===== src/rtl/odelay_lane_bank_pkg.sv =====
// Shared definitions for the programmable output delay lane bank:
// delay-type encodings and the tap stepping rule (wrap or saturate).
package odelay_lane_bank_pkg;

    localparam int DT_FIXED    = 0;
    localparam int DT_VARIABLE = 1;
    localparam int DT_VAR_LOAD = 2;
    localparam int DT_INVALID  = -1;

    // One increment/decrement step of a tap counter bounded to [0, max_tap].
    // At a limit the tap either wraps to the opposite end or holds its value.
    function automatic int step_tap(input int tap, input logic inc,
                                    input int max_tap, input logic wrap);
        if (inc) begin
            if (tap >= max_tap) begin
                return wrap ? 0 : max_tap;
            end
            return tap + 1;
        end
        if (tap <= 0) begin
            return wrap ? max_tap : 0;
        end
        return tap - 1;
    endfunction

endpackage


===== src/rtl/odelay_lane_bank_lane.sv =====
// One delay lane: tap counter, optional load pipeline register and a
// history shift register whose tapped bit is the delayed output.
module odelay_lane
    import odelay_lane_bank_pkg::*;
#(
    parameter int TAP_BITS    = 5,
    parameter int DT_CODE     = DT_VAR_LOAD,
    parameter int DELAY_VALUE = 0,
    parameter int PIPE_SEL    = 0,
    parameter int WRAP        = 1
) (
    input  logic                clk,
    input  logic                rst_n,
    input  logic                data,
    output logic                delayed,
    input  logic                ld,
    input  logic [TAP_BITS-1:0] load_value,
    input  logic                ce,
    input  logic                inc,
    input  logic                ldpipeen,
    output logic [TAP_BITS-1:0] tap,
    output logic                tap_changed
);

    localparam int DEPTH   = 2 ** TAP_BITS;
    localparam int MAX_TAP = DEPTH - 1;
    localparam logic [TAP_BITS-1:0] INIT_TAP = TAP_BITS'(DELAY_VALUE);

    logic [DEPTH-1:0]    history_reg;
    logic [TAP_BITS-1:0] tap_reg;
    logic [TAP_BITS-1:0] tap_next;
    logic [TAP_BITS-1:0] pipe_reg;
    logic [TAP_BITS-1:0] pipe_next;
    logic                changed_reg;
    logic                changed_next;

    // Next tap and pipeline value: load has priority over stepping; FIXED lanes never move.
    always_comb begin
        tap_next  = tap_reg;
        pipe_next = pipe_reg;
        if (DT_CODE != DT_FIXED) begin
            if (ld) begin
                if (DT_CODE == DT_VARIABLE) begin
                    tap_next = INIT_TAP;
                end else begin
                    tap_next = (PIPE_SEL != 0) ? pipe_reg : load_value;
                end
            end else if (ce) begin
                tap_next = TAP_BITS'(step_tap(int'(tap_reg), inc, MAX_TAP, WRAP != 0));
            end
            if ((PIPE_SEL != 0) && ldpipeen) begin
                pipe_next = load_value;
            end
        end
        changed_next = (tap_next != tap_reg);
    end

    // Register tap, pipeline value, change flag and input history.
    always_ff @(posedge clk) begin
        if (!rst_n) begin
            tap_reg     <= INIT_TAP;
            pipe_reg    <= '0;
            changed_reg <= 1'b0;
            history_reg <= '0;
        end else begin
            tap_reg     <= tap_next;
            pipe_reg    <= pipe_next;
            changed_reg <= changed_next;
            history_reg <= {history_reg[DEPTH-2:0], data};
        end
    end

    // history_reg[0] is the last sample, so bit tap_reg is tap+1 edges old.
    assign delayed     = history_reg[tap_reg];
    assign tap         = tap_reg;
    assign tap_changed = changed_reg;

endmodule


===== src/rtl/odelay_lane_bank.sv =====
// Bank of LANES independent programmable delay lanes sharing one clock.
module odelay_lane_bank
    import odelay_lane_bank_pkg::*;
#(
    parameter int    LANES       = 8,
    parameter int    TAP_BITS    = 5,
    parameter string DELAY_TYPE  = "VAR_LOAD",
    parameter int    DELAY_VALUE = 0,
    parameter int    PIPE_SEL    = 0,
    parameter int    WRAP        = 1
) (
    input  logic                      i_controller_clk,
    input  logic                      i_rst_n,
    input  logic [LANES-1:0]          i_data,
    output logic [LANES-1:0]          o_data,
    input  logic [LANES-1:0]          i_ld,
    input  logic [LANES*TAP_BITS-1:0] i_cntvaluein,
    input  logic [LANES-1:0]          i_ce,
    input  logic [LANES-1:0]          i_inc,
    input  logic [LANES-1:0]          i_ldpipeen,
    output logic [LANES*TAP_BITS-1:0] o_cntvalueout,
    output logic [LANES-1:0]          o_tap_changed
);

    localparam int DT_CODE = (DELAY_TYPE == "FIXED")    ? DT_FIXED    :
                             (DELAY_TYPE == "VARIABLE") ? DT_VARIABLE :
                             (DELAY_TYPE == "VAR_LOAD") ? DT_VAR_LOAD : DT_INVALID;

    // Reject unusable configurations before any hardware is built.
    generate
        if (DT_CODE == DT_INVALID) begin : g_bad_type
            $error("odelay_lane_bank: unknown DELAY_TYPE %s", DELAY_TYPE);
        end
        if ((DELAY_VALUE < 0) || (DELAY_VALUE > (2 ** TAP_BITS) - 1)) begin : g_bad_value
            $error("odelay_lane_bank: DELAY_VALUE %0d outside tap range", DELAY_VALUE);
        end
        if ((LANES < 1) || (LANES > 32)) begin : g_bad_lanes
            $error("odelay_lane_bank: LANES %0d outside 1..32", LANES);
        end
        if (TAP_BITS < 1) begin : g_bad_taps
            $error("odelay_lane_bank: TAP_BITS must be at least 1");
        end
    endgenerate

    genvar gi;
    generate
        for (gi = 0; gi < LANES; gi++) begin : g_lane
            odelay_lane #(
                .TAP_BITS    (TAP_BITS),
                .DT_CODE     (DT_CODE),
                .DELAY_VALUE (DELAY_VALUE),
                .PIPE_SEL    (PIPE_SEL),
                .WRAP        (WRAP)
            ) u_lane (
                .clk         (i_controller_clk),
                .rst_n       (i_rst_n),
                .data        (i_data[gi]),
                .delayed     (o_data[gi]),
                .ld          (i_ld[gi]),
                .load_value  (i_cntvaluein[gi*TAP_BITS +: TAP_BITS]),
                .ce          (i_ce[gi]),
                .inc         (i_inc[gi]),
                .ldpipeen    (i_ldpipeen[gi]),
                .tap         (o_cntvalueout[gi*TAP_BITS +: TAP_BITS]),
                .tap_changed (o_tap_changed[gi])
            );
        end
    endgenerate

endmodule

===== config.mk =====
export PLATFORM = sky130hd
export DESIGN_NAME = odelay_lane_bank
export DESIGN_NICKNAME = d
export VERILOG_FILES = /design/src/rtl/odelay_lane_bank_pkg.sv /design/src/rtl/odelay_lane_bank_lane.sv /design/src/rtl/odelay_lane_bank.sv
export SDC_FILE = /design/constraint.sdc
export NUM_CORES = 1
export LEC_CHECK = 0
export CORE_MARGIN = 8
export CORE_UTILIZATION = 60
export CTS_BUF_LIST = sky130_fd_sc_hd__clkbuf_4
export DETAILED_ROUTE_END_ITERATION = 8
export GPL_TIMING_DRIVEN = 0
export PLACE_DENSITY = 0.9
export SETUP_SLACK_MARGIN = 0.5
export SLEW_MARGIN = 20
export SYNTH_ARGS = -nofsm -noshare
export SYNTH_HDL_FRONTEND = slang
export SYNTH_HIERARCHICAL = 1
export SYNTH_SLANG_ARGS = --single-unit

===== constraint.sdc =====
create_clock -name i_controller_clk -period 5.9 [get_ports i_controller_clk]
set_input_delay 1.18 -clock i_controller_clk [delete_from_list [all_inputs] [get_ports i_controller_clk]]
set_output_delay 1.18 -clock i_controller_clk [all_outputs]
set_load 0.01 [all_outputs]

==> impl_metrics.py <==
metrics = {
    "clock_network": {
        "clock_latency_ns": 0.66,
        "cts_resized": 0,
        "cts_sinks": 304,
        "htree_levels": 3,
        "ctsHoldBuffers": 0,
        "post_cts_buffers": 0,
        "cts_tree": "yes",
        "clkTransAtPathRegs_ns": 0.07,
        "cts-buffers-inserted": 81,
        "cts_buffer_depth": 3,
        "ctsRootBufferMaster": "clkbuf_4",
    },
    "detailed_routing": {
        "avgViaCountPerCell": 5.76,
        "wl_per_cell_um": 16.7,
        "first_pass_iters": 6,
        "ant_nets": 0,
        "drt_iter0_drc": 1190,
        "drc_errors": 0,
        "wirelength_um": 34500,
        "routed-via-count": 11898,
    },
    "synth": {
        "ys_seq_elements": 304,
        "avgSynthCellArea_um2": 9.86,
        "syn_inst": 1470,
        "synth_top_flop_cell": "dfxtp_1",
        "async_flop_share_pct": 0,
        "ys_seq_area_share_pct": 42.0,
        "ys_types": 54,
        "ys_warn_count": 6,
        "synth_compound_area_share_pct": 13.3,
        "synth_top_family_by_area": "simple AND/OR/NAND/NOR gates",
        "synthAdderAreaFrac_pct": 2.07,
        "synth-edff-count": 0,
        "yosys.area_share.simple_pct": 21.3,
        "syn_area_um2": 14500,
        "synthMuxAreaShare_pct": 13.5,
        "synthXorXnorAreaFrac_pct": 2.24,
        "syn_nets": 1576,
    },
    "sta": {
        "fin_ws_ns": 1.43,
        "finalClockSkew_ns": 0.0466,
        "worst_pin_slew_ns": 0.697,
        "fmax_mhz": 224,
        "slew_violations": 0,
        "fin_crit_ns": 4.47,
        "slew-limit-headroom_pct": 53.5,
        "finalSetupTns_ns": 0,
        "final_hold_viol_count": 0,
        "rsz0062_at_grt": "no",
        "finalSetupViolCount": 0,
        "finalCritPeriodShare_pct": 75.7,
    },
    "status": {
        "status": "completed",
    },
    "die": {
        "initial_core_util_pct": 60.3,
        "fp.dieH_um": 171,
        "dieArea_um2": 29400,
        "die_w_um": 171,
        "core_area_um2": 24000,
        "num_rows": 57,
        "ios": 138,
    },
    "power_and_ir_drop": {
        "powerDensity_nw_per_um2": 266,
        "p_leak_uw": 0.00688,
        "peakVddDrop_mv": 0.192,
    },
    "worst_hold_path": {
        "min_path_type": "flop to flop",
        "holdCritStartpoint": "g_lane[1].u_lane/history_reg[11]$_SDFF_PN0_",
        "worstHoldPathCells": 1,
        "hold_end": "g_lane[1].u_lane/history_reg[12]$_SDFF_PN0_",
    },
    "critical_path": {
        "rr_endpoint": "g_lane[3].u_lane/tap_changed$_SDFF_PN0_",
        "cp-end-kind": "output pin",
        "crit_arrival_ns": 3.29,
        "path_class": "flop to output pin",
        "max_stage_delay_ns": 0.52,
        "worstPathRequired_ns": 4.72,
        "reg2reg_depth": 8,
        "critical_path_buf_inv_count": 3,
        "cp_slowest_cell": "buf_1",
        "crit_family": "buffers and inverters",
        "critPathLaunchType": "flop",
        "cp_max_fo": 10,
        "worstPathCellList": "buf_2, buf_1, mux4_2, mux4_2, nand2_1, nand2_1, clkdlybuf4s50_1",
        "rrSetupSlack_ns": 3.21,
        "crit-reg2reg-launch": "g_lane[3].u_lane/tap[2]$_SDFF_PN0_",
    },
    "finish": {
        "largest_register_ffs": 256,
        "post-route-cell-area_um2": 17200,
        "drive_gt1_share_pct": 15.1,
        "syn_to_final_growth_pct": 18.4,
        "nNetsFinal": 1788,
        "layout_commonest_cell": "dfxtp_1",
        "final_cell_mix": "304 x dfxtp_1, 264 x and2_1, 128 x clkdlybuf4s50_1",
    },
    "grt": {
        "grt_pass1_vias": 12104,
        "antenna_found_initial": 1,
        "overflow": 0,
        "grt_pass1_wl_um": 57200,
        "grt_max_degree": 59,
        "gr-usage-all-layers_pct": 23.3,
    },
    "place": {
        "dpl.hpwl_um": 23800,
        "postPlaceCellArea_um2": 16200,
        "preCtsSetupSlack_ns": 2.11,
        "place.port_buffers": 129,
        "gp_congestion": 0.962,
    },
    "job": {
        "maxCapViolations": 0,
    },
}
## routing by layer
layer	wire length, um	GRT usage (%)	part of all wire, %	vias up
li1	-	-	-	5693
met5	0	0	0	-
met1	14500	29.1	42	5618
met4	958	9.75	2.8	0
met3	2340	4.61	6.8	88
met2	16600	39.2	48	499
## cell usage after synthesis, types with 24 or more instances
master / count / share of area [%]
o21ai_0: 34 / 1.2
nand3_1: 45 / 1.6
mux4_2: 80 / 12
inv_1: 62 / 1.6
a21oi_1: 69 / 2.4
nor2_1: 66 / 1.7
ha_1: 24 / 2.1
buf_2: 31 / 1.1
clkbuf_1: 58 / 1.5
a31oi_1: 37 / 1.6
and2_1: 264 / 11
nand2b_1: 47 / 2.0
dfxtp_1: 304 / 42
nand2_1: 73 / 1.9
## layout make-up
cell class | count | area [um2]
well taps | 324 | 405
flip-flops and latches | 304 | 6090
diodes | 2 | 5.00
clock buffers | 115 | 863
inverters | 62 | 233
fillers | 1799 | 6880
repair buffers | 129 | 1290
plain buffers | 105 | 566
clock inverters | 24 | 103
multi-input cells | 999 | 7610
## worst max-delay path by stage
| stage | startpoint | cells after the start | endpoint | slack (ns) |
|---|---|---|---|---|
| after global routing | g_lane[3].u_lane/tap[1]$_SDFF_PN0_ | 7 | o_data[3] | 1.26 |
| after detailed placement | g_lane[3].u_lane/tap[1]$_SDFF_PN0_ | 7 | o_data[3] | 2.11 |
| after global placement | i_rst_n | 4 | g_lane[3].u_lane/history_reg[4]$_SDFF_PN0_ | 1.62 |
| final | g_lane[3].u_lane/tap[1]$_SDFF_PN0_ | 7 | o_data[3] | 1.43 |
| after CTS | g_lane[3].u_lane/tap[1]$_SDFF_PN0_ | 7 | o_data[3] | 1.38 |
| after floorplan | g_lane[3].u_lane/tap[0]$_SDFF_PN0_ | 6 | o_data[3] | 2.77 |
## through the flow
step | util (%) | power [uW] | instances | hold slack (ns)
CTS | 71.4 | 4610 | 2062 | 0.428
global route | 71.4 | 4780 | 2064 | 0.446
finish | 71.4 | 4560 | 2064 | 0.420
detailed placement | 67.3 | 2860 | 1923 | 0.436
floorplan | - | 2620 | 1470 | 0.424
global placement | 67.3 | 2850 | 1923 | 0.429
## cell families after synthesis
logic type,count (synthesis)
and+or+nand+nor,559
buffers and inverters,167
AOI/OAI and AO/OA,284
xor gates and xnor gates,37
adders and majority gates,24
DFF,304
muxes,95
## power breakdown
group	internal, uW	switching (uW)
Combinational	322	383
Clock	897	835
Sequential	2090	33.6
Power figures use the tool's default switching activity.
